### src/rtl/serial_ctrl_18.sv
// serial_ctrl_18: sequencer that loads, shifts out/in and unloads an 18-bit full-duplex shift register
// Ports: Clk, Reset (sync, active-low); Start/Tx_Data request a frame; Busy/Done/Rx_Data report it;
//   Reg_Clear/Reg_Load/Reg_Shift_En/Reg_D/Reg_Shift_In drive the register, Reg_Shift_Out/Reg_Data_Out observe it;
//   Serial_Out/Serial_In carry data, Serial_Clk/Frame_n are the registered serial clock and frame select.
module serial_ctrl_18 #(
  parameter int WIDTH   = 18,
  parameter int CLK_DIV = 4
) (
  input  logic             Clk,
  input  logic             Reset,
  input  logic             Start,
  input  logic [WIDTH-1:0] Tx_Data,
  output logic             Busy,
  output logic             Done,
  output logic [WIDTH-1:0] Rx_Data,
  output logic             Reg_Clear,
  output logic             Reg_Load,
  output logic             Reg_Shift_En,
  output logic [WIDTH-1:0] Reg_D,
  output logic             Reg_Shift_In,
  input  logic             Reg_Shift_Out,
  input  logic [WIDTH-1:0] Reg_Data_Out,
  output logic             Serial_Out,
  input  logic             Serial_In,
  output logic             Serial_Clk,
  output logic             Frame_n
);
  localparam int DW = $clog2(CLK_DIV);
  localparam int BW = $clog2(WIDTH);
  localparam logic [DW-1:0] DIV_LAST = DW'(CLK_DIV - 1);
  localparam logic [DW-1:0] DIV_HALF = DW'(CLK_DIV / 2);
  localparam logic [BW-1:0] BIT_LAST = BW'(WIDTH - 1);
  typedef enum logic [1:0] {IDLE, LOAD, SHIFT, DONE} state_t;
  state_t state, state_nxt;
  logic [DW-1:0] div_cnt, div_nxt;
  logic [BW-1:0] bit_cnt, bit_nxt;
  logic samp, shift_cyc, last_cyc;
  assign shift_cyc    = state == SHIFT && div_cnt == DIV_LAST;
  assign last_cyc     = shift_cyc && bit_cnt == BIT_LAST;
  assign Busy         = state != IDLE;
  assign Done         = state == DONE;
  assign Reg_Load     = state == LOAD;
  assign Reg_Shift_En = shift_cyc;
  // with CLK_DIV=2 the sample and shift cycles coincide, so the flop would be one bit late
  assign Reg_Shift_In = (CLK_DIV == 2) ? Serial_In : samp;
  assign Reg_Clear    = ~Reset;
  assign Serial_Out   = Reg_Shift_Out;
  always_comb begin
    state_nxt = state;
    div_nxt   = div_cnt;
    bit_nxt   = bit_cnt;
    case (state)
      IDLE: begin
        state_nxt = Start ? LOAD : IDLE;
        div_nxt   = Start ? '0 : div_cnt;
        bit_nxt   = Start ? '0 : bit_cnt;
      end
      LOAD: state_nxt = SHIFT;
      SHIFT: begin
        div_nxt   = shift_cyc ? '0 : div_cnt + DW'(1);
        bit_nxt   = shift_cyc ? bit_cnt + BW'(1) : bit_cnt;
        state_nxt = last_cyc ? DONE : SHIFT;
      end
      DONE: state_nxt = IDLE;
    endcase
  end
  // Serial_Clk and Frame_n are computed from next-state values so the flops line up with the state
  always_ff @(posedge Clk) begin
    if (!Reset) begin
      state      <= IDLE;
      div_cnt    <= '0;
      bit_cnt    <= '0;
      samp       <= 1'b0;
      Rx_Data    <= '0;
      Reg_D      <= '0;
      Serial_Clk <= 1'b0;
      Frame_n    <= 1'b1;
    end else begin
      state      <= state_nxt;
      div_cnt    <= div_nxt;
      bit_cnt    <= bit_nxt;
      samp       <= (state == SHIFT && div_cnt == DIV_HALF) ? Serial_In : samp;
      Reg_D      <= (state == IDLE && Start) ? Tx_Data : Reg_D;
      Rx_Data    <= last_cyc ? WIDTH'({Reg_Shift_In, Reg_Data_Out} >> 1) : Rx_Data;
      Serial_Clk <= state_nxt == SHIFT && div_nxt >= DIV_HALF;
      Frame_n    <= !(state_nxt == LOAD || state_nxt == SHIFT);
    end
  end
endmodule

### config.mk
export PLATFORM = sky130hd
export DESIGN_NAME = serial_ctrl_18
export DESIGN_NICKNAME = d
export VERILOG_FILES = /design/src/rtl/serial_ctrl_18.sv
export SDC_FILE = /design/constraint.sdc
export NUM_CORES = 1
export LEC_CHECK = 0
export ABC_AREA = 1
export ABC_CLOCK_PERIOD_IN_PS = 2750
export CORE_UTILIZATION = 45
export DETAILED_ROUTE_END_ITERATION = 10
export HOLD_SLACK_MARGIN = 0.05
export PLACE_DENSITY = 0.95
export SLEW_MARGIN = 20
export SYNTH_ARGS = -nofsm -noshare
export SYNTH_HDL_FRONTEND = slang
export SYNTH_SLANG_ARGS = --single-unit
### constraint.sdc
create_clock -name Clk -period 2.75 [get_ports Clk]
set_clock_uncertainty 0.1 [all_clocks]
set_input_delay 0.825 -clock Clk [delete_from_list [all_inputs] [get_ports Clk]]
set_output_delay 0.825 -clock Clk [all_outputs]
set_load 0.01 [all_outputs]
==> metrics.cfg <==
[die]
die_x_um=69.7
placementRows=24
io_pins=86
die_y_um=69.7
start_util_pct=47.1
core_area_um2=4380
die_area_um2=4860

[clocking]
cts_tree=done
cts.htree.levels=2
clk_pin_slew_worst_paths_ns=0.09
clockBufferDepth=2
numCtsBuffers=5
clock-sinks=48
insertion_delay_ns=0.30
cts_setup_buffers=0
root_buffer=clkbuf_8

[global_route]
grt_util_met3_pct=5.67
globalRouteMet2Util_pct=36.9
grt_first_pass_wirelength_um=7980
grt_overflow=0
grt_pass1_vias=1807
antenna_found_initial=0
use_met1_pct=23.1
grt_max_degree=26
grt-busiest-layer=met2
grt_usage_pct=20.3

[placement]
place.gp.congestion=0.866
dp_hpwl_um=3360
placed_area_um2=2870
port_buffers=82
dp.cells=377
dp_worst_setup_slack_ns=-0.0787

[layout]
layout-drive-gt1-share_pct=11.4
seq_area_um2=961
stdcell_count=385
fin_area_um2=2960
final_util_pct=67.5
num_antenna_cells=0
nFillCells=348
syn_to_final_growth_pct=43.4
final_nets=382
multi_input_area_um2=912

[sta]
period_needed_ns=2.67
fin_ws_ns=0.0830
maxSlewViolCount=0
rsz0062_at_grt=false
setup_violations=0
timing.hold.ws_ns=0.363
fin_setup_tns_ns=0
min_period_over_period_pct=97.0
slew_headroom_pct=74.9
tightest_slew_ns=0.377
hold_viol_final=0
fmax_ghz=0.375

[routing]
antenna_left=0
wl_per_cell_um=12.1
vias_per_cell=4.90
drt_iter0_markers=73
vias=1885
first_pass_iters=4
route.detailed.drc=0
drt_wl_total_um=4650

[critical_path]
path_class=flip-flop to output port
crit_family=buffers and inverters
critPathMaxStageDelay_ns=0.55
critPathBufInv=3
cpMaxStageDelayCell=clkdlybuf4s50_1
crit_top_cell=inv_1
critPathCaptureType=output port
cp-start-kind=flip-flop
crit_path_max_fanout=7
worst_ep_required_time_ns=1.83
crit_chain=inv_1, ha_2, nand2_2, inv_1, clkdlybuf4s50_1
cp.arrival_ns=1.74

[yosys]
yosys.area.top_type=dfxtp_1
synthFlopType=dfxtp_1
synthArstFlopShare_pct=0
yosys_warnings=0
synth_cell_types=24
synth-edff-count=0
netlist_instances=251
synth_top_cells_by_count=48 x dfxtp_1, 48 x nor2_1, 40 x nand2_1
synth_fp_nets=301
synth_top_area_share_pct=46.6
syn_avg_cell_area_um2=8.22
ys_top_cells_by_area=dfxtp_1 47%, nor2_1 8.7%, nand2_1 7.3%
synth_area_um2=2060
yosysSeqAreaShare_pct=46.6
synth_seq_cells=48

[power]
p_leak_nw=1.10
total_power_mw=1.40
comb_power_share_pct=17.9
ir_drop_uv=320
swShare_pct=25.3
seqPwrFrac_pct=53.2
p_sw_mw=0.356
power.internal_mw=1.05
power_density_nw_per_um2=474
clkPwrFrac_pct=29.0

[run_status]
outcome=finished clean

[run]
max_cap_violations=0

[min_path]
hp-class=flip-flop to flip-flop

-- layout by cell type, fill, tap and decap left out, drive strengths merged --
| cell | synthesis | layout |
|---|---|---|
| a21oi | 22 | 22 |
| a31oi | 1 | 1 |
| buf | 7 | 6 |
| clkbuf | 7 | 7 |
| clkdlybuf4s50 | 0 | 81 |
| clkinv | 2 | 3 |
| dfxtp | 48 | 48 |
| dlygate4sd2 | 0 | 1 |
| ha | 9 | 9 |
| inv | 17 | 17 |
| nand2 | 42 | 42 |
| nand3 | 23 | 23 |
| nand3b | 1 | 1 |
| nand4 | 2 | 2 |
| nor2 | 49 | 49 |
| o21ai | 20 | 20 |
| or2 | 1 | 1 |
-- worst paths after layout --
check / from / to / slack, ns / depth (start not counted)
max: state[0]$_SDFF_PN0_ / Reg_Shift_En / 0.08 / 5
max reg2reg: state[0]$_SDFF_PN0_ / Frame_n$_SDFF_PN1_ / 0.64 / 7
min reg2reg: Rx_Data[2]$_SDFFE_PN0N_ / Rx_Data[2]$_SDFFE_PN0N_ / 0.36 / 2
min: Rx_Data[2]$_SDFFE_PN0N_ / Rx_Data[2]$_SDFFE_PN0N_ / 0.36 / 2
-- logic make-up (layout without fill, tap and decap cells) --
| family | count (synthesis) | count (layout) | share of synthesized area [%] |
|---|---|---|---|
| AOI/OAI and AO/OA | 43 | 43 | 12.3 |
| DFF | 48 | 48 | 46.6 |
| buffers and inverters | 33 | 115 | 9.46 |
| and+or+nand+nor | 118 | 118 | 26.2 |
| adders and majority gates | 9 | 9 | 5.46 |
-- area by class of cell --
type	instances	area share, %
Sequential cell	48	32.5
Multi-Input combinational cell	170	30.8
Timing Repair Buffer	88	29.2
Clock buffer	7	2.58
Inverter	19	2.41
Tap cell	52	2.20
Clock inverter	1	0.296
-- what timing repair did --
action                                  CTS  global route
hold buffers                              0             0
gates resized for setup                   1             1
endpoints found under the setup margin    1             1
gates cloned                              0             0
-- tightest hold or removal path: stages, from the launching register on --
cell and delay, ns:
dfxtp_1 0.31, nand2_1 0.06, a21oi_1 0.05
-- state kept, by name (all words and copies together), names as in the netlist --
signal and cells:
bit_cnt 5, div_cnt 2, Reg_Shift_In 1, Serial_Clk 1, state 2, Frame_n 1
Rx_Data 18, Reg_D 18
-- layer usage --
layer | wire, um | up-vias
met4 | 59 | 0
met1 | 1900 | 850
met3 | 330 | 6
met5 | 0 | -
li1 | - | 963
met2 | 2350 | 66
-- power groups by stage --
| stage | Clock [mW] | Combinational [mW] | Sequential (mW) |
|---|---|---|---|
| 2_1_floorplan | 0 | 0.0980 | 0.774 |
| 3_3_place_gp | 0 | 0.246 | 0.761 |
| 3_5_place_dp | 0 | 0.252 | 0.762 |
| 4_1_cts | 0.415 | 0.253 | 0.746 |
| 5_1_grt | 0.452 | 0.278 | 0.750 |
| 6_report | 0.406 | 0.251 | 0.746 |
No activity file was read; power rests on OpenSTA's default activity.
